--- src/rtl/mdu_div_iter.sv ---
// mdu_div_iter: iterative restoring divider for RISC-V DIV/DIVU/REM/REMU, radix 2^BITS_PER_CYCLE.
// Latency: 1 cycle on a last-result cache hit, 2 for divide-by-zero / signed overflow, else XLEN/BITS_PER_CYCLE+3.
// Backpressure: one op in flight; req_ready only in IDLE; the result is held in DONE until resp_ready.
//
// Ports:
//   clk, rst (sync, active high), flush (abort in-flight op)
//   req_valid/req_ready/req_op/req_rs1/req_rs2 : request handshake, op 00 DIV 01 DIVU 10 REM 11 REMU
//   resp_valid/resp_ready/resp_data            : response handshake, quotient or remainder
//   busy                                       : any state other than IDLE
module mdu_div_iter #(
  parameter int XLEN           = 32,
  parameter int BITS_PER_CYCLE = 1,   // 1, 2 or 4, must divide XLEN
  parameter bit CACHE_EN       = 1'b1
) (
  input  logic            clk,
  input  logic            rst,
  input  logic            flush,
  input  logic            req_valid,
  output logic            req_ready,
  input  logic [1:0]      req_op,
  input  logic [XLEN-1:0] req_rs1,
  input  logic [XLEN-1:0] req_rs2,
  output logic            resp_valid,
  input  logic            resp_ready,
  output logic [XLEN-1:0] resp_data,
  output logic            busy
);

  localparam int N  = XLEN / BITS_PER_CYCLE;
  localparam int CW = $clog2(N + 1);
  localparam logic [XLEN-1:0] SMIN = {1'b1, {(XLEN-1){1'b0}}};

  typedef enum logic [2:0] {
    S_IDLE,
    S_PREP,
    S_ITER,
    S_FIXUP,
    S_DONE
  } state_t;

  state_t          state_q, state_d;
  logic [1:0]      op_q, op_d;
  logic [XLEN-1:0] rs1_q, rs1_d;           // original operands, kept for sign fixup and cache
  logic [XLEN-1:0] rs2_q, rs2_d;
  logic [XLEN-1:0] dvd_q, dvd_d;           // dividend bits shift out, quotient bits shift in
  logic [XLEN-1:0] dsr_q, dsr_d;           // divisor magnitude
  logic [XLEN:0]   prem_q, prem_d;         // partial remainder, extra bit carries subtraction sign
  logic [CW-1:0]   cnt_q, cnt_d;
  logic [XLEN-1:0] resp_data_q, resp_data_d;

  logic            cache_valid_q, cache_valid_d;
  logic            cache_signed_q, cache_signed_d;
  logic [XLEN-1:0] cache_rs1_q, cache_rs1_d;
  logic [XLEN-1:0] cache_rs2_q, cache_rs2_d;
  logic [XLEN-1:0] cache_quo_q, cache_quo_d;
  logic [XLEN-1:0] cache_rem_q, cache_rem_d;

  // Iteration datapath: BITS_PER_CYCLE restoring steps chained in one cycle.
  logic [XLEN:0]   r_t;
  logic [XLEN-1:0] a_t;
  logic [XLEN:0]   diff_t;

  always_comb begin
    r_t    = prem_q;
    a_t    = dvd_q;
    diff_t = '0;
    for (int i = 0; i < BITS_PER_CYCLE; i++) begin
      r_t    = {r_t[XLEN-1:0], a_t[XLEN-1]};
      a_t    = {a_t[XLEN-2:0], 1'b0};
      diff_t = r_t - {1'b0, dsr_q};
      // Remainder stays below the divisor, so a clear top bit means the trial fit.
      if (!diff_t[XLEN]) begin
        r_t    = diff_t;
        a_t[0] = 1'b1;
      end
    end
  end

  logic            signed_w;
  logic            neg_quo, neg_rem;
  logic [XLEN-1:0] rs1_abs, rs2_abs;
  logic            accept, hit, cache_wr;
  logic [XLEN-1:0] quo_res, rem_res;

  always_comb begin
    state_d        = state_q;
    op_d           = op_q;
    rs1_d          = rs1_q;
    rs2_d          = rs2_q;
    dvd_d          = dvd_q;
    dsr_d          = dsr_q;
    prem_d         = prem_q;
    cnt_d          = cnt_q;
    resp_data_d    = resp_data_q;
    cache_valid_d  = cache_valid_q;
    cache_signed_d = cache_signed_q;
    cache_rs1_d    = cache_rs1_q;
    cache_rs2_d    = cache_rs2_q;
    cache_quo_d    = cache_quo_q;
    cache_rem_d    = cache_rem_q;
    cache_wr       = 1'b0;
    quo_res        = '0;
    rem_res        = '0;

    signed_w  = !op_q[0];
    neg_quo   = signed_w && (rs1_q[XLEN-1] ^ rs2_q[XLEN-1]);
    neg_rem   = signed_w && rs1_q[XLEN-1];
    rs1_abs   = (signed_w && rs1_q[XLEN-1]) ? -rs1_q : rs1_q;
    rs2_abs   = (signed_w && rs2_q[XLEN-1]) ? -rs2_q : rs2_q;

    req_ready = (state_q == S_IDLE) && !flush;
    accept    = req_valid && req_ready;
    hit       = CACHE_EN && cache_valid_q && (req_rs1 == cache_rs1_q) &&
                (req_rs2 == cache_rs2_q) && (!req_op[0] == cache_signed_q);

    unique case (state_q)
      S_IDLE: begin
        if (accept) begin
          op_d  = req_op;
          rs1_d = req_rs1;
          rs2_d = req_rs2;
          if (hit) begin
            state_d     = S_DONE;
            resp_data_d = req_op[1] ? cache_rem_q : cache_quo_q;
          end else begin
            state_d = S_PREP;
          end
        end
      end
      S_PREP: begin
        if (rs2_q == '0) begin
          quo_res  = '1;
          rem_res  = rs1_q;
          cache_wr = 1'b1;
          state_d  = S_DONE;
        end else if (signed_w && (rs1_q == SMIN) && (rs2_q == '1)) begin
          quo_res  = rs1_q;
          rem_res  = '0;
          cache_wr = 1'b1;
          state_d  = S_DONE;
        end else begin
          dvd_d   = rs1_abs;
          dsr_d   = rs2_abs;
          prem_d  = '0;
          cnt_d   = CW'(N);
          state_d = S_ITER;
        end
      end
      S_ITER: begin
        dvd_d  = a_t;
        prem_d = r_t;
        cnt_d  = cnt_q - CW'(1);
        if (cnt_q == CW'(1)) begin
          state_d = S_FIXUP;
        end
      end
      S_FIXUP: begin
        quo_res  = neg_quo ? -dvd_q : dvd_q;
        rem_res  = neg_rem ? -prem_q[XLEN-1:0] : prem_q[XLEN-1:0];
        cache_wr = 1'b1;
        state_d  = S_DONE;
      end
      S_DONE: begin
        if (resp_ready) begin
          state_d = S_IDLE;
        end
      end
      default: state_d = S_IDLE;
    endcase

    // A flushed op must leave neither a response nor a cache entry behind.
    if (flush && (state_q != S_IDLE)) begin
      state_d = S_IDLE;
    end else if (cache_wr) begin
      resp_data_d    = op_q[1] ? rem_res : quo_res;
      cache_valid_d  = 1'b1;
      cache_signed_d = signed_w;
      cache_rs1_d    = rs1_q;
      cache_rs2_d    = rs2_q;
      cache_quo_d    = quo_res;
      cache_rem_d    = rem_res;
    end
  end

  always_ff @(posedge clk) begin
    if (rst) begin
      state_q        <= S_IDLE;
      op_q           <= '0;
      rs1_q          <= '0;
      rs2_q          <= '0;
      dvd_q          <= '0;
      dsr_q          <= '0;
      prem_q         <= '0;
      cnt_q          <= '0;
      resp_data_q    <= '0;
      cache_valid_q  <= 1'b0;
      cache_signed_q <= 1'b0;
      cache_rs1_q    <= '0;
      cache_rs2_q    <= '0;
      cache_quo_q    <= '0;
      cache_rem_q    <= '0;
    end else begin
      state_q        <= state_d;
      op_q           <= op_d;
      rs1_q          <= rs1_d;
      rs2_q          <= rs2_d;
      dvd_q          <= dvd_d;
      dsr_q          <= dsr_d;
      prem_q         <= prem_d;
      cnt_q          <= cnt_d;
      resp_data_q    <= resp_data_d;
      cache_valid_q  <= cache_valid_d;
      cache_signed_q <= cache_signed_d;
      cache_rs1_q    <= cache_rs1_d;
      cache_rs2_q    <= cache_rs2_d;
      cache_quo_q    <= cache_quo_d;
      cache_rem_q    <= cache_rem_d;
    end
  end

  assign resp_valid = (state_q == S_DONE);
  assign busy       = (state_q != S_IDLE);
  assign resp_data  = resp_data_q;

endmodule

--- config.mk ---
export PLATFORM = sky130hd
export DESIGN_NAME = mdu_div_iter
export DESIGN_NICKNAME = d
export VERILOG_FILES = /design/src/rtl/mdu_div_iter.sv
export SDC_FILE = /design/constraint.sdc
export NUM_CORES = 1
export LEC_CHECK = 0
export BUFFER_PORTS_ARGS = -buffer_cell sky130_fd_sc_hd__clkbuf_2
export CELL_PAD_IN_SITES_DETAIL_PLACEMENT = 1
export CELL_PAD_IN_SITES_GLOBAL_PLACEMENT = 2
export CORE_MARGIN = 5
export CORE_UTILIZATION = 40
export CTS_CLUSTER_SIZE = 16
export DETAILED_ROUTE_END_ITERATION = 6
export GPL_TIMING_DRIVEN = 0
export PLACE_DENSITY_LB_ADDON = 0.2
export SLEW_MARGIN = 10
export SYNTH_ARGS = -nofsm -noshare
export SYNTH_HDL_FRONTEND = slang
export SYNTH_SLANG_ARGS = --single-unit
--- constraint.sdc ---
create_clock -name clk -period 9.27 [get_ports clk]
set_input_delay 0.927 -clock clk [delete_from_list [all_inputs] [get_ports clk]]
set_output_delay 0.927 -clock clk [all_outputs]
set_load 0.02 [all_outputs]
# After elaboration in Yosys (flattened, before gate mapping)
# Cells that the tools add are included.
dict set report totals {
  reg_bits 333
  elab_cells 101
}
dict set report op_classes {
  bitwise 4
  n_reduce_logical 24
  mux 37
  n_eq_ne 15
  addsub 6
}
# cell n
set op_table {}
lappend op_table {{$mux 32} 19}
lappend op_table {{$pmux 32 s2} 4}
lappend op_table {{$neg 32->32} 4}
lappend op_table {{$eq 32x32->1} 2}
lappend op_table {{$eq 32x32->1 const B} 2}
lappend op_table {{$sub 33x32->33} 1}
lappend op_table {{$logic_not 32->1} 1}
lappend op_table {{$mux 3} 6}
lappend op_table {{$pmux 3 s5} 1}
lappend op_table {{$mux 6} 2}
lappend op_table {{$pmux 6 s2} 1}
lappend op_table {{$logic_and 1x1->1} 11}
lappend op_table {{$reduce_and 3->1} 3}
lappend op_table {{$ne 2x2->1 const B} 4}
lappend op_table {{$eq 3x2->1 const B} 2}
lappend op_table {{$eq 6x1->1 const B} 1}
lappend op_table {{$sub 6x1->6 const B} 1}
lappend op_table {{$reduce_and 2->1} 2}
lappend op_table {{$eq 3x1->1 const B} 1}
lappend op_table {{$eq 3x3->1 const B} 1}
lappend op_table {{$logic_not 1->1} 3}
lappend op_table {{$logic_not 3->1} 1}
lappend op_table {{$mux 1} 3}
lappend op_table {{$not 1->1} 3}
lappend op_table {{other kinds (7)} 7}

# Depth between registers and ports, before layout
# Gate-level depths: netlist of the first run.
dict set report logic_depth {
  depth_word 9
  depth_mapped 14
}

# Worst setup path after synthesis of the first run
# OpenSTA, ideal clock, no wires.
dict set report synth_timing {
  path_type {input port to flip-flop}
  start {input port req_rs2[12]}
  end {register resp_data_q[17] (netlist: resp_data[17])}
  slack_ps 6294
  stages 8
  required_time_ps 9175
  t_arrival_ps 2880
  n_path_buf 1
  path_cell_list {nor2b_1 a221o_1 nor4_1 nand4_1 nor4_2 clkbuf_1 o21ai_0 a221oi_1}
}
dict set report synth_between {
  elab_chain_cells 8
}
# element line_no
set synth_lines {}
lappend synth_lines {{from (decl)} 22} ;# input logic [XLEN-1:0] req_rs2,
lappend synth_lines {{$eq 32x32->1 *} 114} ;# (req_rs2 == cache_rs2_q) && (!req_op[0] == cache_signed_q);
lappend synth_lines {{$logic_and 1x1->1 *} 113} ;# hit = CACHE_EN && cache_valid_q && (req_rs1 == cache_rs1_q) &&
lappend synth_lines {{$logic_and 1x1->1 *} 114}
lappend synth_lines {{$mux 32 *} 122} ;# if (hit) begin
lappend synth_lines {{$mux 32 *} 118} ;# if (accept) begin
lappend synth_lines {{$mux 32 *} 116} ;# unique case (state_q)
lappend synth_lines {{$mux 32} 174} ;# end else if (cache_wr) begin
lappend synth_lines {{$mux 32 *} 172} ;# if (flush && (state_q != S_IDLE)) begin
lappend synth_lines {{to (signal assigned)} 211} ;# resp_data_q <= resp_data_d;
lappend synth_lines {{to (decl)} 49} ;# logic [XLEN-1:0] resp_data_q, resp_data_d;
# Mark *: on every way between the ends. The rest lies on a longest branch, timed or not.
# A chain may end at the register's enable or synchronous reset.

# Final worst setup path of the first run
dict set report layout_timing {
  start {register rs1_q[7]}
  end {register cache_quo_q[14]}
}
dict set report layout_between {
  elab_chain_cells 7
}
# element line_no
set layout_lines {}
lappend layout_lines {{from (decl)} 43} ;# logic [XLEN-1:0] rs1_q, rs1_d;
lappend layout_lines {{from (signal assigned)} 205} ;# rs1_q <= rs1_d;
lappend layout_lines {{$eq 32x32->1 *} 136} ;# end else if (signed_w && (rs1_q == SMIN) && (rs2_q == '1)) begin
lappend layout_lines {{$logic_and 1x1->1 * (2 in series)} 136}
lappend layout_lines {{$mux 1} 136}
lappend layout_lines {{$mux 1} 131} ;# if (rs2_q == '0) begin
lappend layout_lines {{$pmux 1 s2} 116}
lappend layout_lines {{$reduce_and 2->1 (no line)} n/a}
lappend layout_lines {{to (signal assigned)} 216} ;# cache_quo_q <= cache_quo_d;
lappend layout_lines {{to (decl)} 55} ;# logic [XLEN-1:0] cache_quo_q, cache_quo_d;
# Marks and branches as above.

==> results of run 1 <==
-- cell usage after synthesis (56+ instances only) --
| cell | instances | share of area |
|---|---|---|
| nand2_1 | 416 | 0.082 |
| dfxtp_1 | 333 | 0.35 |
| a21oi_1 | 273 | 0.072 |
| nor2_1 | 221 | 0.044 |
| clkbuf_1 | 138 | 0.027 |
| xnor2_1 | 106 | 0.049 |
| o21ai_0 | 90 | 0.024 |
| xor2_1 | 85 | 0.039 |
| inv_1 | 81 | 0.016 |
| mux2i_1 | 61 | 0.032 |
| a211oi_1 | 58 | 0.023 |
| nor3_1 | 56 | 0.015 |
-- flip-flops by register name, indices dropped and copies added (netlist names) --
| register | cells |
|---|---|
| cache_rs1_q | 32 |
| op_q | 2 |
| state_q | 3 |
| dsr_q | 32 |
| cache_signed_q | 1 |
| prem_q | 32 |
| rs2_q | 32 |
| dvd_q | 32 |
| cache_rem_q | 32 |
| cache_quo_q | 32 |
| resp_data | 32 |
| cache_rs2_q | 32 |
| rs1_q | 32 |
| cache_valid_q | 1 |
| cnt_q | 6 |
-- how the worst max path moves through the flow --
stage / cells after the start / slack, ns / end
floorplan: 8 / 6.29 / resp_data[17]
global placement: 10 / 4.53 / resp_data[26]
detailed placement: 11 / 5.31 / resp_data[26]
CTS: 12 / 5.28 / dsr_q[31]
global route: 11 / 5.04 / cache_quo_q[6]
finish: 11 / 5.14 / cache_quo_q[14]
-- logic make-up after synthesis --
kind of cell / count (synthesis)
fa+ha+maj: 40
compound gates: 688
buf+inv: 273
mux: 64
simple gates: 881
xor+xnor: 191
flops: 333
-- cell usage in the layout (no fill, tap or decap), drive strengths merged, types with 18 or more instances in the layout --
cell type  Yosys  final
clkbuf       138    301
o211ai        31     31
nand3         21     21
or3           19     19
o21ai         94     94
nor4          31     31
nand2        416    416
buf           54     55
xor2          85     85
nand2b        18     18
nand4         26     26
o31ai         20     20
a22oi         50     50
nor2         222    222
nor3          61     61
inv           81     82
o22ai         21     21
mux2i         61     61
ha            39     39
a21oi        273    273
xnor2        106    106
a31oi         25     25
dfxtp        333    333
a211oi        89     89
-- power by group through the flow --
stage          Combinational, mW  Sequential (mW)  Clock, mW
6_report                    1.28             1.57       1.75
3_5_place_dp                1.26             1.60          0
3_3_place_gp                1.24             1.60          0
2_1_floorplan              0.907             1.57          0
4_1_cts                     1.27             1.57       1.77
5_1_grt                     1.39             1.58       1.83
-- final cells by class --
class                      instances  area (um^2)
buffer                           192          811
clock buffer                      60         1270
clock inverter                    16          193
fill                            5793        25000
inverter                          81          304
multi-input combinational       1864        11200
sequential                       333         6670
tap                              607          759
timing repair buffer             104          527
-- metrics by stage --
step,worst slack (ns),power [mW]
after floorplan,6.29,2.47
after global placement,4.53,2.83
after detailed placement,5.31,2.86
after CTS,5.28,4.61
after global routing,5.04,4.79
final,5.14,4.60
-- per-layer routing --
layer | vias up | routed length, um
met5 | - | 26
met4 | 4 | 3830
met3 | 182 | 5850
met2 | 701 | 36000
met1 | 9464 | 35300
li1 | 8954 | -
-- worst min-delay path, stage by stage (launching register included) --
cell,delay (ns)
dfxtp_1,0.31
nand2_1,0.05
a21oi_1,0.05
==> impl_metrics.json, run 1 <==
{
  "grt_pass1_vias": 19400,
  "gr-max-usage-layer": "met2",
  "area_growth_syn_to_layout_pct": 14.5,
  "final_layout_size_suffix_gt1_frac": 0.108,
  "antenna_found_initial": 4,
  "seqPwrFrac": 0.342,
  "nNetsFinal": 2729,
  "place.gp.congestion": 0.986,
  "vias": 19300,
  "dr.pass1.iters": 6,
  "crit_chain": "clkbuf_1, nor4_1, nor3b_2, nand4_1, nor3_2, nor2_2, a211o_1, buf_2, clkbuf_1, nor2_1, nor3_1",
  "setup_violations": 0,
  "status": "finished clean",
  "tns_ns": 0,
  "hpwl_um": 62700,
  "synth_compound_area_frac": 0.233,
  "avgSynthCellArea_um2": 7.69,
  "slew_viol_final": 0,
  "ys_seq_elements": 333,
  "start_kind": "flop",
  "holdCritStartpoint": "cache_rs2_q[16]",
  "arrival_ns": 4.55,
  "place_area_mm2": 0.0203,
  "r2r_start": "rs1_q[7]",
  "final_area_mm2": 0.0218,
  "routed_wl_um": 81100,
  "slowest_stage": "nor4_1",
  "crit_top_cell": "clkbuf_1",
  "yosys.area_share.xor_xnor": 0.0881,
  "crit_required_ns": 9.68,
  "cp_max_fo": 10,
  "cellPowerDensity_mw_per_mm2": 212,
  "async_reset_ff_frac": 0,
  "ios": 106,
  "cts_tree": "built",
  "slew_headroom": 0.327,
  "fin_util": 0.465,
  "via_per_inst": 5.93,
  "synth_flop_cell": "dfxtp_1",
  "cts_resized": 0,
  "antenna_left": 0,
  "drcViolationCount": 0,
  "cts_buffer_depth": 3,
  "rows": 79,
  "routedWlPerCell_um": 24.9,
  "dieHeight_um": 228,
  "dr.first_iter.drc_count": 1598,
  "fmax_mhz": 242,
  "period_needed_ns": 4.13,
  "path_class": "reg2reg",
  "rsz0062_at_grt": "no",
  "insertion_delay_ns": 0.58,
  "numCtsBuffers": 42,
  "dp_cells": 3181,
  "finalClockSkew_ns": 0.0287,
  "hold_slack_ns": 0.461,
  "cap_violations": 0,
  "synth.area.mux_share": 0.0339,
  "synth_edf_count": 0,
  "synth.distinct_cells": 74,
  "initial_core_util": 0.406,
  "ff2ff_setup_slack_ns": 5.14,
  "finalNonFillerCells": 3257,
  "tightest_slew_ns": 1.01,
  "synthSimpleGateAreaFrac": 0.208,
  "synth_top_family_by_area": "compound AO/OA/AOI/OAI gates",
  "critical_path.startpoint": "rs1_q[7]",
  "syn_inst": 2470,
  "worstReg2RegEnd": "cache_quo_q[14]",
  "fin_crit_sh": 0.446,
  "port_buffers": 103,
  "cp.buffers_inverters": 3,
  "max_stage_delay_ns": 0.54,
  "hold_viol_final": 0,
  "post_cts_buffers": 0,
  "grt_pass1_wl_um": 120000,
  "synthAdderAreaFrac": 0.0268,
  "core_mm2": 0.0468,
  "yosysWarningCount": 0,
  "antennaDiodeCount": 0,
  "pwr-share-comb": 0.278,
  "cts_sinks": 333,
  "rr_worst_depth": 11,
  "grt_overflow": 0,
  "postCtsHoldBufs": 0,
  "htree_levels": 2,
  "intPower_mw": 3.02,
  "hold_path_class": "reg2reg",
  "use_met2": 0.475,
  "ys_seq_area_frac": 0.351,
  "gr-usage-all-layers": 0.297,
  "irDropWorstVdd_v": 0.000144,
  "syn-num-nets": 2581,
  "grt_max_degree": 13,
  "critPathCaptureType": "flop",
  "met1_usage": 0.397,
  "fp.dieArea_mm2": 0.0519,
  "leakagePower_nw": 7.94,
  "syn_area_mm2": 0.0190,
  "cpLargestDelayFamily": "simple AND/OR/NAND/NOR gates",
  "die_w_um": 228,
  "switching_power_mw": 1.59,
  "sw_frac_of_total": 0.344,
  "met3_usage": 0.0588,
  "hold_path_depth": 2,
  "cts-root-buf": "clkbuf_16",
  "p_clk_frac": 0.380,
  "hold_end": "cache_rs2_q[16]",
  "path_clk_slew_ns": 0.06
}
Power figures use the tool's default switching activity.
==> run 2: changes to the inputs <==
--- a/config.mk
+++ b/config.mk
@@ -9,7 +9,7 @@
 export CELL_PAD_IN_SITES_DETAIL_PLACEMENT = 1
 export CELL_PAD_IN_SITES_GLOBAL_PLACEMENT = 2
 export CORE_MARGIN = 5
-export CORE_UTILIZATION = 40
+export CORE_UTILIZATION = 37
 export CTS_CLUSTER_SIZE = 16
 export DETAILED_ROUTE_END_ITERATION = 6
 export GPL_TIMING_DRIVEN = 0
==> constraint.sdc (replaced) <==
create_clock -name clk -period 4.1 [get_ports clk]
set_input_delay 0.41 -clock clk [delete_from_list [all_inputs] [get_ports clk]]
set_output_delay 0.41 -clock clk [all_outputs]
set_load 0.02 [all_outputs]
==> impl_metrics.json, run 2 (same netlist as run 1, synthesis figures left out) <==
{
  "status": "finished clean",
  "p_clk_frac": 0.368,
  "gr-usage-all-layers": 0.286,
  "slew_headroom": 0.286,
  "grt_pass1_wl_um": 124000,
  "seqPwrFrac": 0.346,
  "dieHeight_um": 237,
  "dr.pass1.iters": 7,
  "path_class": "reg2reg",
  "via_per_inst": 5.72,
  "postCtsHoldBufs": 0,
  "setup_violations": 0,
  "tightest_slew_ns": 1.07,
  "start_kind": "flop",
  "vias": 19100,
  "routed_wl_um": 83400,
  "cts-root-buf": "clkbuf_16",
  "switching_power_mw": 3.62,
  "rows": 83,
  "cts_sinks": 333,
  "cap_violations": 0,
  "rsz0062_at_grt": "no",
  "period_needed_ns": 3.99,
  "intPower_mw": 6.67,
  "sw_frac_of_total": 0.352,
  "core_mm2": 0.0511,
  "cts_tree": "built",
  "die_w_um": 237,
  "cp_max_fo": 10,
  "fin_crit_sh": 0.973,
  "cts_buffer_depth": 3,
  "setup_slack_ns": 0.110,
  "port_buffers": 103,
  "post-place-ws_ns": 0.0116,
  "grt_overflow": 0,
  "layout_common_cells": "416 x nand2_1, 333 x dfxtp_1, 273 x a21oi_1",
  "grt_max_degree": 13,
  "n_fill_cell": 6372,
  "slew_viol_final": 0,
  "numCtsBuffers": 41,
  "final_area_mm2": 0.0218,
  "grt_pass1_vias": 19500,
  "area_growth_syn_to_layout_pct": 14.8,
  "arrival_ns": 4.39,
  "finalClockSkew_ns": 0.0328,
  "htree_levels": 2,
  "leakagePower_nw": 7.91,
  "fp.dieArea_mm2": 0.0560,
  "nNetsFinal": 2729,
  "dr.first_iter.drc_count": 1269,
  "ios": 106,
  "routedWlPerCell_um": 25.0,
  "path_clk_slew_ns": 0.06,
  "drcViolationCount": 0,
  "cellPowerDensity_mw_per_mm2": 472,
  "pwr-share-comb": 0.286,
  "final_common_cell": "nand2_1",
  "insertion_delay_ns": 0.58,
  "initial_core_util": 0.372,
  "fmax_mhz": 251,
  "antenna_left": 0,
  "post_cts_buffers": 0,
  "crit_required_ns": 4.50,
  "place.gp.congestion": 0.957,
  "hold_viol_final": 0,
  "critPathCaptureType": "flop",
  "final_layout_size_suffix_gt1_frac": 0.107,
  "hpwl_um": 65100,
  "hold_path_class": "in2reg",
  "antenna_found_initial": 1,
  "irDropWorstVdd_v": 0.000321,
  "place_area_mm2": 0.0204
}
[run 2: final timing paths]
check                                     start         endpoint  slack (ns)  depth (start not counted)
worst max-delay path                   rs1_q[7]  cache_quo_q[17]        0.11                         11
worst min register to register  cache_rs2_q[31]  cache_rs2_q[31]        0.46                          2
worst max register to register         rs1_q[7]  cache_quo_q[17]        0.11                         11
worst min-delay path                req_rs2[11]        rs2_q[11]        0.08                          3
[run 2: layout make-up]
type / instances / area [um^2] / area share
Clock buffer: 62 / 1260 / 0.0576
Antenna cell: 1 / 2.50 / 0.000115
Tap cell: 680 / 851 / 0.0390
Multi-Input combinational cell: 1864 / 11200 / 0.516
Inverter: 81 / 304 / 0.0139
Buffer: 192 / 811 / 0.0372
Clock inverter: 12 / 126 / 0.00580
Timing Repair Buffer: 105 / 534 / 0.0245
Sequential cell: 333 / 6670 / 0.306
[run 2: routing by layer]
metal / share of wire / vias to the layer above / track usage
met5: 0 / - / 0
met4: 0.032 / 0 / 0.0829
met3: 0.047 / 124 / 0.0396
met2: 0.45 / 480 / 0.469
met1: 0.47 / 9502 / 0.396
li1: - / 8949 / -
[run 2: what timing repair did]
action / in CTS / in global routing
gates cloned: 0 / 0
pin swaps: 0 / 0
setup endpoints to repair: 1 / 20
resized for setup: 1 / 3
[run 2: stage by stage]
step / cells / power, mW / hold WS [ns] / setup TNS [ns] / utilization
2_1_floorplan: 2470 / 5.59 / 0.432 / 0 / -
5_1_grt: 3329 / 10.7 / 0.0733 / 0 / 0.427
6_report: 3330 / 10.3 / 0.0796 / 0 / 0.427
4_1_cts: 3329 / 10.3 / 0.0474 / 0 / 0.426
3_3_place_gp: 3253 / 6.44 / 0.442 / -6.49 / 0.398
3_5_place_dp: 3255 / 6.51 / 0.456 / 0 / 0.399
[run 2: worst max-delay path: stages (launching register included)]
cell and delay [ns]:
dfxtp_1 0.30, clkbuf_1 0.29, nor4_1 0.51, nor3b_4 0.37, nand4_1 0.35, nor3_4 0.40, nor2_2 0.14, a211o_1 0.39
buf_2 0.27, clkbuf_1 0.46, nor2_1 0.23, nor3_1 0.06
[run 2: power by group through the flow]
stage / registers [mW] / clock network, mW / logic, mW
2_1_floorplan: 3.54 / 0 / 2.05
3_3_place_gp: 3.61 / 0 / 2.83
3_5_place_dp: 3.62 / 0 / 2.88
4_1_cts: 3.55 / 3.83 / 2.91
5_1_grt: 3.57 / 3.95 / 3.18
6_report: 3.56 / 3.79 / 2.95
